===== src/rtl/mem_port_arbiter_if.sv =====
// Bundles the IF/MEM requester ports and the SRAM/UART pin-side signals of the
// memory port arbiter; the arbiter uses the slave view.
interface mem_port_arbiter_if;
    logic        if_req;
    logic [15:0] if_addr;
    logic [15:0] if_rdata;
    logic        if_ack;
    logic        mem_rd;
    logic        mem_wr;
    logic [15:0] mem_addr;
    logic [15:0] mem_wdata;
    logic [15:0] mem_rdata;
    logic        mem_ack;
    logic        if_stall;
    logic        mem_stall;
    logic [17:0] sram_addr;
    logic [15:0] sram_wdata;
    logic [15:0] sram_rdata;
    logic        sram_drive;
    logic        sram_en_n;
    logic        sram_oe_n;
    logic        sram_we_n;
    logic        uart_rdn;
    logic        uart_wrn;
    logic        data_ready;
    logic        tbre;
    logic        tsre;

    modport slave (
        input  if_req, if_addr, mem_rd, mem_wr, mem_addr, mem_wdata,
        input  sram_rdata, data_ready, tbre, tsre,
        output if_rdata, if_ack, mem_rdata, mem_ack, if_stall, mem_stall,
        output sram_addr, sram_wdata, sram_drive, sram_en_n, sram_oe_n,
        output sram_we_n, uart_rdn, uart_wrn
    );

    modport master (
        output if_req, if_addr, mem_rd, mem_wr, mem_addr, mem_wdata,
        output sram_rdata, data_ready, tbre, tsre,
        input  if_rdata, if_ack, mem_rdata, mem_ack, if_stall, mem_stall,
        input  sram_addr, sram_wdata, sram_drive, sram_en_n, sram_oe_n,
        input  sram_we_n, uart_rdn, uart_wrn
    );
endinterface


===== src/rtl/mem_port_arbiter.sv =====
// Shares one 16-bit SRAM and the UART between the IF and MEM requesters,
// sequencing the strobes and returning registered read data and ack pulses.
module mem_port_arbiter #(
    parameter logic [15:0] UART_DATA_ADDR = 16'hBF00,
    parameter logic [15:0] UART_STAT_ADDR = 16'hBF01
) (
    input  logic                clk,
    input  logic                rst,
    mem_port_arbiter_if.slave   bus
);

    typedef enum logic [2:0] {
        S_IDLE, S_RD, S_WR_SETUP, S_WR_STROBE, S_U_RD1, S_U_RD2, S_U_WR, S_U_WAIT
    } state_t;

    state_t      r_state;
    logic        r_owner_mem;
    logic [15:0] r_addr;
    logic [15:0] r_wdata;
    logic        r_if_ack;
    logic        r_mem_ack;
    logic [15:0] r_if_rdata;
    logic [15:0] r_mem_rdata;
    logic        r_sram_en_n;
    logic        r_sram_oe_n;
    logic        r_sram_we_n;
    logic        r_sram_drive;
    logic        r_uart_rdn;
    logic        r_uart_wrn;

    state_t      w_state_next;
    logic        w_mem_elig;
    logic        w_if_elig;
    logic        w_load_req;
    logic        w_load_mem;
    logic        w_if_ack_next;
    logic        w_mem_ack_next;
    logic        w_cap_if;
    logic        w_cap_mem;
    logic [15:0] w_cap_data;
    logic        w_uart_idle;
    logic        w_sram_en_n_next;
    logic        w_sram_oe_n_next;
    logic        w_sram_we_n_next;
    logic        w_sram_drive_next;
    logic        w_uart_rdn_next;
    logic        w_uart_wrn_next;

    // A requester still holding its request during its ack cycle must not be regranted.
    assign w_mem_elig  = (bus.mem_rd | bus.mem_wr) & ~r_mem_ack;
    assign w_if_elig   = bus.if_req & ~r_if_ack;
    assign w_uart_idle = bus.tbre & bus.tsre;

    always_comb begin
        w_state_next   = r_state;
        w_load_req     = 1'b0;
        w_load_mem     = 1'b0;
        w_if_ack_next  = 1'b0;
        w_mem_ack_next = 1'b0;
        w_cap_if       = 1'b0;
        w_cap_mem      = 1'b0;
        w_cap_data     = bus.sram_rdata;
        case (r_state)
            S_IDLE: begin
                if (w_mem_elig) begin
                    if (bus.mem_addr == UART_DATA_ADDR) begin
                        w_load_req   = 1'b1;
                        w_load_mem   = 1'b1;
                        w_state_next = bus.mem_wr ? S_U_WR : S_U_RD1;
                    end else if (bus.mem_addr == UART_STAT_ADDR) begin
                        // Status is answered straight from IDLE; a write here is dropped.
                        w_mem_ack_next = 1'b1;
                        w_cap_mem      = ~bus.mem_wr;
                        w_cap_data     = {14'b0, bus.data_ready, w_uart_idle};
                    end else begin
                        w_load_req   = 1'b1;
                        w_load_mem   = 1'b1;
                        w_state_next = bus.mem_wr ? S_WR_SETUP : S_RD;
                    end
                end else if (w_if_elig) begin
                    w_load_req   = 1'b1;
                    w_state_next = S_RD;
                end
            end
            S_RD: begin
                w_state_next   = S_IDLE;
                w_mem_ack_next = r_owner_mem;
                w_if_ack_next  = ~r_owner_mem;
                w_cap_mem      = r_owner_mem;
                w_cap_if       = ~r_owner_mem;
            end
            S_WR_SETUP:  w_state_next = S_WR_STROBE;
            S_WR_STROBE: begin
                w_state_next   = S_IDLE;
                w_mem_ack_next = 1'b1;
            end
            S_U_RD1: w_state_next = S_U_RD2;
            S_U_RD2: begin
                w_state_next   = S_IDLE;
                w_mem_ack_next = 1'b1;
                w_cap_mem      = 1'b1;
                w_cap_data     = {8'b0, bus.sram_rdata[7:0]};
            end
            S_U_WR, S_U_WAIT: begin
                if (w_uart_idle) begin
                    w_state_next   = S_IDLE;
                    w_mem_ack_next = 1'b1;
                end else begin
                    w_state_next = S_U_WAIT;
                end
            end
            default: w_state_next = S_IDLE;
        endcase

        // Strobes are decoded from the next state so the pins come straight from flops.
        w_sram_en_n_next  = 1'b1;
        w_sram_oe_n_next  = 1'b1;
        w_sram_we_n_next  = 1'b1;
        w_sram_drive_next = 1'b0;
        w_uart_rdn_next   = 1'b1;
        w_uart_wrn_next   = 1'b1;
        case (w_state_next)
            S_RD: begin
                w_sram_en_n_next = 1'b0;
                w_sram_oe_n_next = 1'b0;
            end
            S_WR_SETUP: begin
                w_sram_en_n_next  = 1'b0;
                w_sram_drive_next = 1'b1;
            end
            S_WR_STROBE: begin
                w_sram_en_n_next  = 1'b0;
                w_sram_we_n_next  = 1'b0;
                w_sram_drive_next = 1'b1;
            end
            S_U_RD1, S_U_RD2: w_uart_rdn_next = 1'b0;
            S_U_WR: begin
                w_uart_wrn_next   = 1'b0;
                w_sram_drive_next = 1'b1;
            end
            default: ;
        endcase
    end

    always_ff @(posedge clk) begin
        if (rst) begin
            r_state      <= S_IDLE;
            r_owner_mem  <= 1'b0;
            r_addr       <= '0;
            r_wdata      <= '0;
            r_if_ack     <= 1'b0;
            r_mem_ack    <= 1'b0;
            r_if_rdata   <= '0;
            r_mem_rdata  <= '0;
            r_sram_en_n  <= 1'b1;
            r_sram_oe_n  <= 1'b1;
            r_sram_we_n  <= 1'b1;
            r_sram_drive <= 1'b0;
            r_uart_rdn   <= 1'b1;
            r_uart_wrn   <= 1'b1;
        end else begin
            r_state   <= w_state_next;
            r_if_ack  <= w_if_ack_next;
            r_mem_ack <= w_mem_ack_next;
            if (w_load_req) begin
                r_owner_mem <= w_load_mem;
                r_addr      <= w_load_mem ? bus.mem_addr : bus.if_addr;
                if (w_load_mem) begin
                    r_wdata <= bus.mem_wdata;
                end
            end
            if (w_cap_if) begin
                r_if_rdata <= w_cap_data;
            end
            if (w_cap_mem) begin
                r_mem_rdata <= w_cap_data;
            end
            r_sram_en_n  <= w_sram_en_n_next;
            r_sram_oe_n  <= w_sram_oe_n_next;
            r_sram_we_n  <= w_sram_we_n_next;
            r_sram_drive <= w_sram_drive_next;
            r_uart_rdn   <= w_uart_rdn_next;
            r_uart_wrn   <= w_uart_wrn_next;
        end
    end

    assign bus.if_rdata   = r_if_rdata;
    assign bus.if_ack     = r_if_ack;
    assign bus.mem_rdata  = r_mem_rdata;
    assign bus.mem_ack    = r_mem_ack;
    assign bus.if_stall   = bus.if_req & ~r_if_ack;
    assign bus.mem_stall  = (bus.mem_rd | bus.mem_wr) & ~r_mem_ack;
    assign bus.sram_addr  = {2'b00, r_addr};
    assign bus.sram_wdata = r_wdata;
    assign bus.sram_drive = r_sram_drive;
    assign bus.sram_en_n  = r_sram_en_n;
    assign bus.sram_oe_n  = r_sram_oe_n;
    assign bus.sram_we_n  = r_sram_we_n;
    assign bus.uart_rdn   = r_uart_rdn;
    assign bus.uart_wrn   = r_uart_wrn;

endmodule


===== src/flat_wrapper.sv =====
// flat-port wrapper written by rule: the top's interface ports become plain ports
module mem_port_arbiter_flat 
#(
    parameter logic [15:0] UART_DATA_ADDR = 16'hBF00,
    parameter logic [15:0] UART_STAT_ADDR = 16'hBF01
)
  (clk, rst, bus_if_req, bus_if_addr, bus_mem_rd, bus_mem_wr, bus_mem_addr, bus_mem_wdata, bus_sram_rdata, bus_data_ready, bus_tbre, bus_tsre, bus_if_rdata, bus_if_ack, bus_mem_rdata, bus_mem_ack, bus_if_stall, bus_mem_stall, bus_sram_addr, bus_sram_wdata, bus_sram_drive, bus_sram_en_n, bus_sram_oe_n, bus_sram_we_n, bus_uart_rdn, bus_uart_wrn);
  mem_port_arbiter_if bus_i ();
  input  logic clk;
  input  logic rst;
  input wire logic [$bits(bus_i.if_req)-1:0] bus_if_req;
  input wire logic [$bits(bus_i.if_addr)-1:0] bus_if_addr;
  input wire logic [$bits(bus_i.mem_rd)-1:0] bus_mem_rd;
  input wire logic [$bits(bus_i.mem_wr)-1:0] bus_mem_wr;
  input wire logic [$bits(bus_i.mem_addr)-1:0] bus_mem_addr;
  input wire logic [$bits(bus_i.mem_wdata)-1:0] bus_mem_wdata;
  input wire logic [$bits(bus_i.sram_rdata)-1:0] bus_sram_rdata;
  input wire logic [$bits(bus_i.data_ready)-1:0] bus_data_ready;
  input wire logic [$bits(bus_i.tbre)-1:0] bus_tbre;
  input wire logic [$bits(bus_i.tsre)-1:0] bus_tsre;
  output wire logic [$bits(bus_i.if_rdata)-1:0] bus_if_rdata;
  output wire logic [$bits(bus_i.if_ack)-1:0] bus_if_ack;
  output wire logic [$bits(bus_i.mem_rdata)-1:0] bus_mem_rdata;
  output wire logic [$bits(bus_i.mem_ack)-1:0] bus_mem_ack;
  output wire logic [$bits(bus_i.if_stall)-1:0] bus_if_stall;
  output wire logic [$bits(bus_i.mem_stall)-1:0] bus_mem_stall;
  output wire logic [$bits(bus_i.sram_addr)-1:0] bus_sram_addr;
  output wire logic [$bits(bus_i.sram_wdata)-1:0] bus_sram_wdata;
  output wire logic [$bits(bus_i.sram_drive)-1:0] bus_sram_drive;
  output wire logic [$bits(bus_i.sram_en_n)-1:0] bus_sram_en_n;
  output wire logic [$bits(bus_i.sram_oe_n)-1:0] bus_sram_oe_n;
  output wire logic [$bits(bus_i.sram_we_n)-1:0] bus_sram_we_n;
  output wire logic [$bits(bus_i.uart_rdn)-1:0] bus_uart_rdn;
  output wire logic [$bits(bus_i.uart_wrn)-1:0] bus_uart_wrn;
  assign bus_i.if_req = bus_if_req;
  assign bus_i.if_addr = bus_if_addr;
  assign bus_i.mem_rd = bus_mem_rd;
  assign bus_i.mem_wr = bus_mem_wr;
  assign bus_i.mem_addr = bus_mem_addr;
  assign bus_i.mem_wdata = bus_mem_wdata;
  assign bus_i.sram_rdata = bus_sram_rdata;
  assign bus_i.data_ready = bus_data_ready;
  assign bus_i.tbre = bus_tbre;
  assign bus_i.tsre = bus_tsre;
  assign bus_if_rdata = bus_i.if_rdata;
  assign bus_if_ack = bus_i.if_ack;
  assign bus_mem_rdata = bus_i.mem_rdata;
  assign bus_mem_ack = bus_i.mem_ack;
  assign bus_if_stall = bus_i.if_stall;
  assign bus_mem_stall = bus_i.mem_stall;
  assign bus_sram_addr = bus_i.sram_addr;
  assign bus_sram_wdata = bus_i.sram_wdata;
  assign bus_sram_drive = bus_i.sram_drive;
  assign bus_sram_en_n = bus_i.sram_en_n;
  assign bus_sram_oe_n = bus_i.sram_oe_n;
  assign bus_sram_we_n = bus_i.sram_we_n;
  assign bus_uart_rdn = bus_i.uart_rdn;
  assign bus_uart_wrn = bus_i.uart_wrn;
  mem_port_arbiter #(.UART_DATA_ADDR(UART_DATA_ADDR), .UART_STAT_ADDR(UART_STAT_ADDR)) u_core (.clk(clk), .rst(rst), .bus(bus_i));
endmodule

===== config.mk =====
export PLATFORM = sky130hd
export DESIGN_NAME = mem_port_arbiter_flat
export DESIGN_NICKNAME = d
export VERILOG_FILES = /design/src/rtl/mem_port_arbiter_if.sv /design/src/rtl/mem_port_arbiter.sv /design/src/flat_wrapper.sv
export SDC_FILE = /design/constraint.sdc
export NUM_CORES = 1
export LEC_CHECK = 0
export BUFFER_PORTS_ARGS = -buffer_cell sky130_fd_sc_hd__clkbuf_2
export CORE_MARGIN = 2
export CORE_UTILIZATION = 47
export DETAILED_ROUTE_END_ITERATION = 8
export PLACE_DENSITY = 0.79
export SYNTH_ARGS = -nofsm -noshare
export SYNTH_HDL_FRONTEND = slang
export SYNTH_SLANG_ARGS = --single-unit

===== constraint.sdc =====
create_clock -name clk -period 2.3 [get_ports clk]
set_input_delay 0.46 -clock clk [delete_from_list [all_inputs] [get_ports clk]]
set_output_delay 0.46 -clock clk [all_outputs]
set_load 0.05 [all_outputs]

==> summary.txt <==
Gr usage total: 24.25%
# rows: 30
First-pass GRT wire length: 14.52 mm
Setup Skew: 0.01329 ns
Gate power share: 30.7%
NetSw: 1.338 mW
Mean Syn Cell Area: 8.190 sq um
Pwr Density: 835.7 nW/um^2
Share of cells above drive strength 1: 37.11%
Slew Viols, Final: 0
PostCTS Resize Cnt: 0
Area Growth Syn to Fin: 34.82%
Final setup TNS: 0 ns
Post-route ant nets: 0
R2R depth: 6
Pin count of the biggest net entering global routing: 29
Run status: complete, no violations
Total grt overflow: 0
Buf+Inv Stages, Crit Path: 1
Worst slew margin: 47.47%
Netlist cell types: 46
Maximum capacitance violations: 0
Part of the power in the clock network: 28.1%
Crit. End Element: register
CTS tree: done
CP Max Fanout: 11
Drt pass-1 iters: 4
HP Class: in -> reg
RSZ-0062 raised after global routing: false
CP max stage delay: 0.44 ns
Arr. time, crit path: 2.28 ns
Area taken by multi-input logic gates: 1551 sq um
H-tree levels: 3
Worst slew pin tran: 0.7849 ns
Height of the die: 86.86 um
Clock Sinks: 76
Fmax: 0.4939 GHz
Hold Path Stages: 3
Startpoint types: register
Postcts setup bufs: 0
Final Wtd Congestion: 0.8437
CTS root buf: clkbuf_8
Initial Util: 48.03%
Final critical-path share of the clock period: 88.03%
Post-layout min period: 2.025 ns
Switching Fraction: 36.80%
Cells after Synth: 394
Delay-heaviest family, CP: simple AND/OR/NAND/NOR gates
Total CTS buffers: 9
Core area: 6719 sq um
Seq pwr share: 41.1%
Worst vdd ir: 0.4807 mV
Initial antenna violation count: 0
Main synth FF type: dfxtp_1
Register bit total from synthesis: 76
Fin. Hold Viols: 0
Cts-stage hold buffer count: 0
CTS Buffer Depth: 2
FF/Latch Area: 1523 sq um
IO buf count: 145
Synthesized cell area: 3227 sq um
I/O pins: 148
Leakage: 1.941 nW
Via count: 3352
Post-route DRC: 0
Finished Core Util: 64.75%
CP required: 2.56 ns
Crit-path cells: nor3_1 > nand2_1 > nor2_2 > buf_4 > nand2_1 > a311oi_2
CP Depth: 6
Worst-path clk slew: 0.08 ns
Post-detail-place hpwl: 6.681 mm
Die area: 7545 sq um
Most common cell on crit path: nand2_1
Fillers: 595
Critical path class: reg -> reg
Synth warnings: 0
Vias per inst: 5.346
Die extent in x: 86.86 um
# setup viols final: 0
Internal power: 2.298 mW
Worst path slowest cell: nor2_2
Iter 0 DRT Violations: 164
Routed Wire Length: 8.833 mm
Vias in the first global route: 3240
Diodes inserted: 0
Nets: 614
Ys async rst share: 0%
Skew-Pair Late Insertion Delay: 0.35 ns
WL/cell: 14.09 um
EDFF count, synth: 0
Seq/Total Area, Yosys: 47.15%
==> state kept, by name (all words and copies together), names as in the netlist <==
signal                 cells
u_core.bus.uart_rdn        1
u_core.bus.sram_we_n       1
u_core.bus.if_ack          1
u_core.bus.sram_oe_n       1
u_core.bus.sram_drive      1
u_core.r_addr             16
u_core.bus.sram_en_n       1
u_core.bus.mem_ack         1
u_core.bus.uart_wrn        1
u_core.r_state             3
u_core.r_owner_mem         1
u_core.bus.if_rdata       16
u_core.bus.sram_wdata     16
u_core.bus.mem_rdata      16
==> through the flow <==
stage                     total power, mW  std cells  instance area, sq um  setup WS (ns)  hold WS, ns
final                               3.635        627                  4350         0.2752       0.3265
after global routing                3.817        627                  4350         0.1128       0.3191
after CTS                           3.654        627                  4350         0.2929       0.3189
after detailed placement            2.643        611                  4151       -0.04767       0.4460
after global placement              2.617        611                  4151        0.04227       0.4402
after floorplan                     2.304        395                  3234        0.07912       0.4610
==> Yosys cell counts, types with 2 or more instances <==
cell	count	area [sq um]
nor3_1	3	15.01
a21boi_0	6	45.04
buf_4	5	37.54
o21ai_0	2	10.01
inv_1	3	11.26
clkbuf_1	20	75.07
a211oi_1	4	30.03
a311oi_2	12	180.2
or4_1	2	15.01
buf_6	4	45.04
and2_1	3	18.77
nor2b_1	2	12.51
o21bai_1	3	22.52
nand4b_1	4	35.03
a21oi_1	48	240.2
nand3_1	13	65.06
nand2b_1	5	31.28
nor2_1	26	97.59
a31oi_1	2	12.51
a311oi_1	4	35.03
nand2_1	119	446.7
dfxtp_1	76	1521
nand4_1	5	31.28
==> area by class of cell <==
class	instances	area share, %
Clock buffer	10	3.164
Clock inverter	6	1.409
Inverter	3	0.2588
Multi-Input combinational cell	285	35.66
Sequential cell	76	35.00
Tap cell	80	2.301
Timing Repair Buffer	167	22.20
==> cell usage in the layout (no fill, tap or decap), types with 4 or more instances in the layout <==
cell type / n
a211oi_1: 4
a21boi_0: 6
a21oi_1: 48
a311oi_1: 4
a311oi_2: 12
buf_12: 6
buf_4: 16
clkbuf_2: 145
clkbuf_8: 10
dfxtp_1: 75
nand2_1: 119
nand2b_1: 5
nand3_1: 13
nand4_1: 5
nand4b_1: 4
nor2_1: 25
==> logic make-up after synthesis <==
kind of cell / after synthesis / share of synthesized area (%)
and+or+nand+nor: 191 / 26.60
AOI/OAI and AO/OA: 90 / 20.05
DFF: 76 / 47.15
buffers and inverters: 34 / 5.506
xor gates and xnor gates: 1 / 0.2715
muxes: 1 / 0.3102
other: 1 / 0.1162
==> power groups by stage <==
stage	Sequential, mW	Clock, mW	Combinational (mW)
floorplan	1.90	0	0.407
CTS	1.50	1.04	1.12
detailed placement	1.53	0	1.12
finish	1.50	1.02	1.12
global placement	1.52	0	1.10
global route	1.51	1.11	1.20
==> worst paths after layout <==
path / start / endpoint / slack [ns]
worst max-delay path: u_core.r_state[0] / u_core.r_addr[4] / 0.28
worst min-delay path: bus_mem_wdata[11] / u_core.bus.sram_wdata[11] / 0.33
worst max register to register: u_core.r_state[0] / u_core.r_addr[4] / 0.28
worst min register to register: u_core.bus.if_rdata[4] / u_core.bus.if_rdata[4] / 0.46
==> per-layer routing <==
layer / wire length [um] / vias up / GRT usage, %
li1: - / 1651 / -
met1: 3557 / 1539 / 29.58
met2: 4389 / 142 / 40.32
met3: 674 / 20 / 5.498
met4: 212 / 0 / 11.65
met5: 0 / - / 0
==> worst register-to-register path: stages, from the launching register on <==
cell and delay (ns):
dfxtp_1 0.42, nor3_1 0.35, nand2_1 0.14, nor2_2 0.44, buf_4 0.24, nand2_1 0.07
a311oi_2 0.28
No activity file was read; power rests on OpenSTA's default activity.
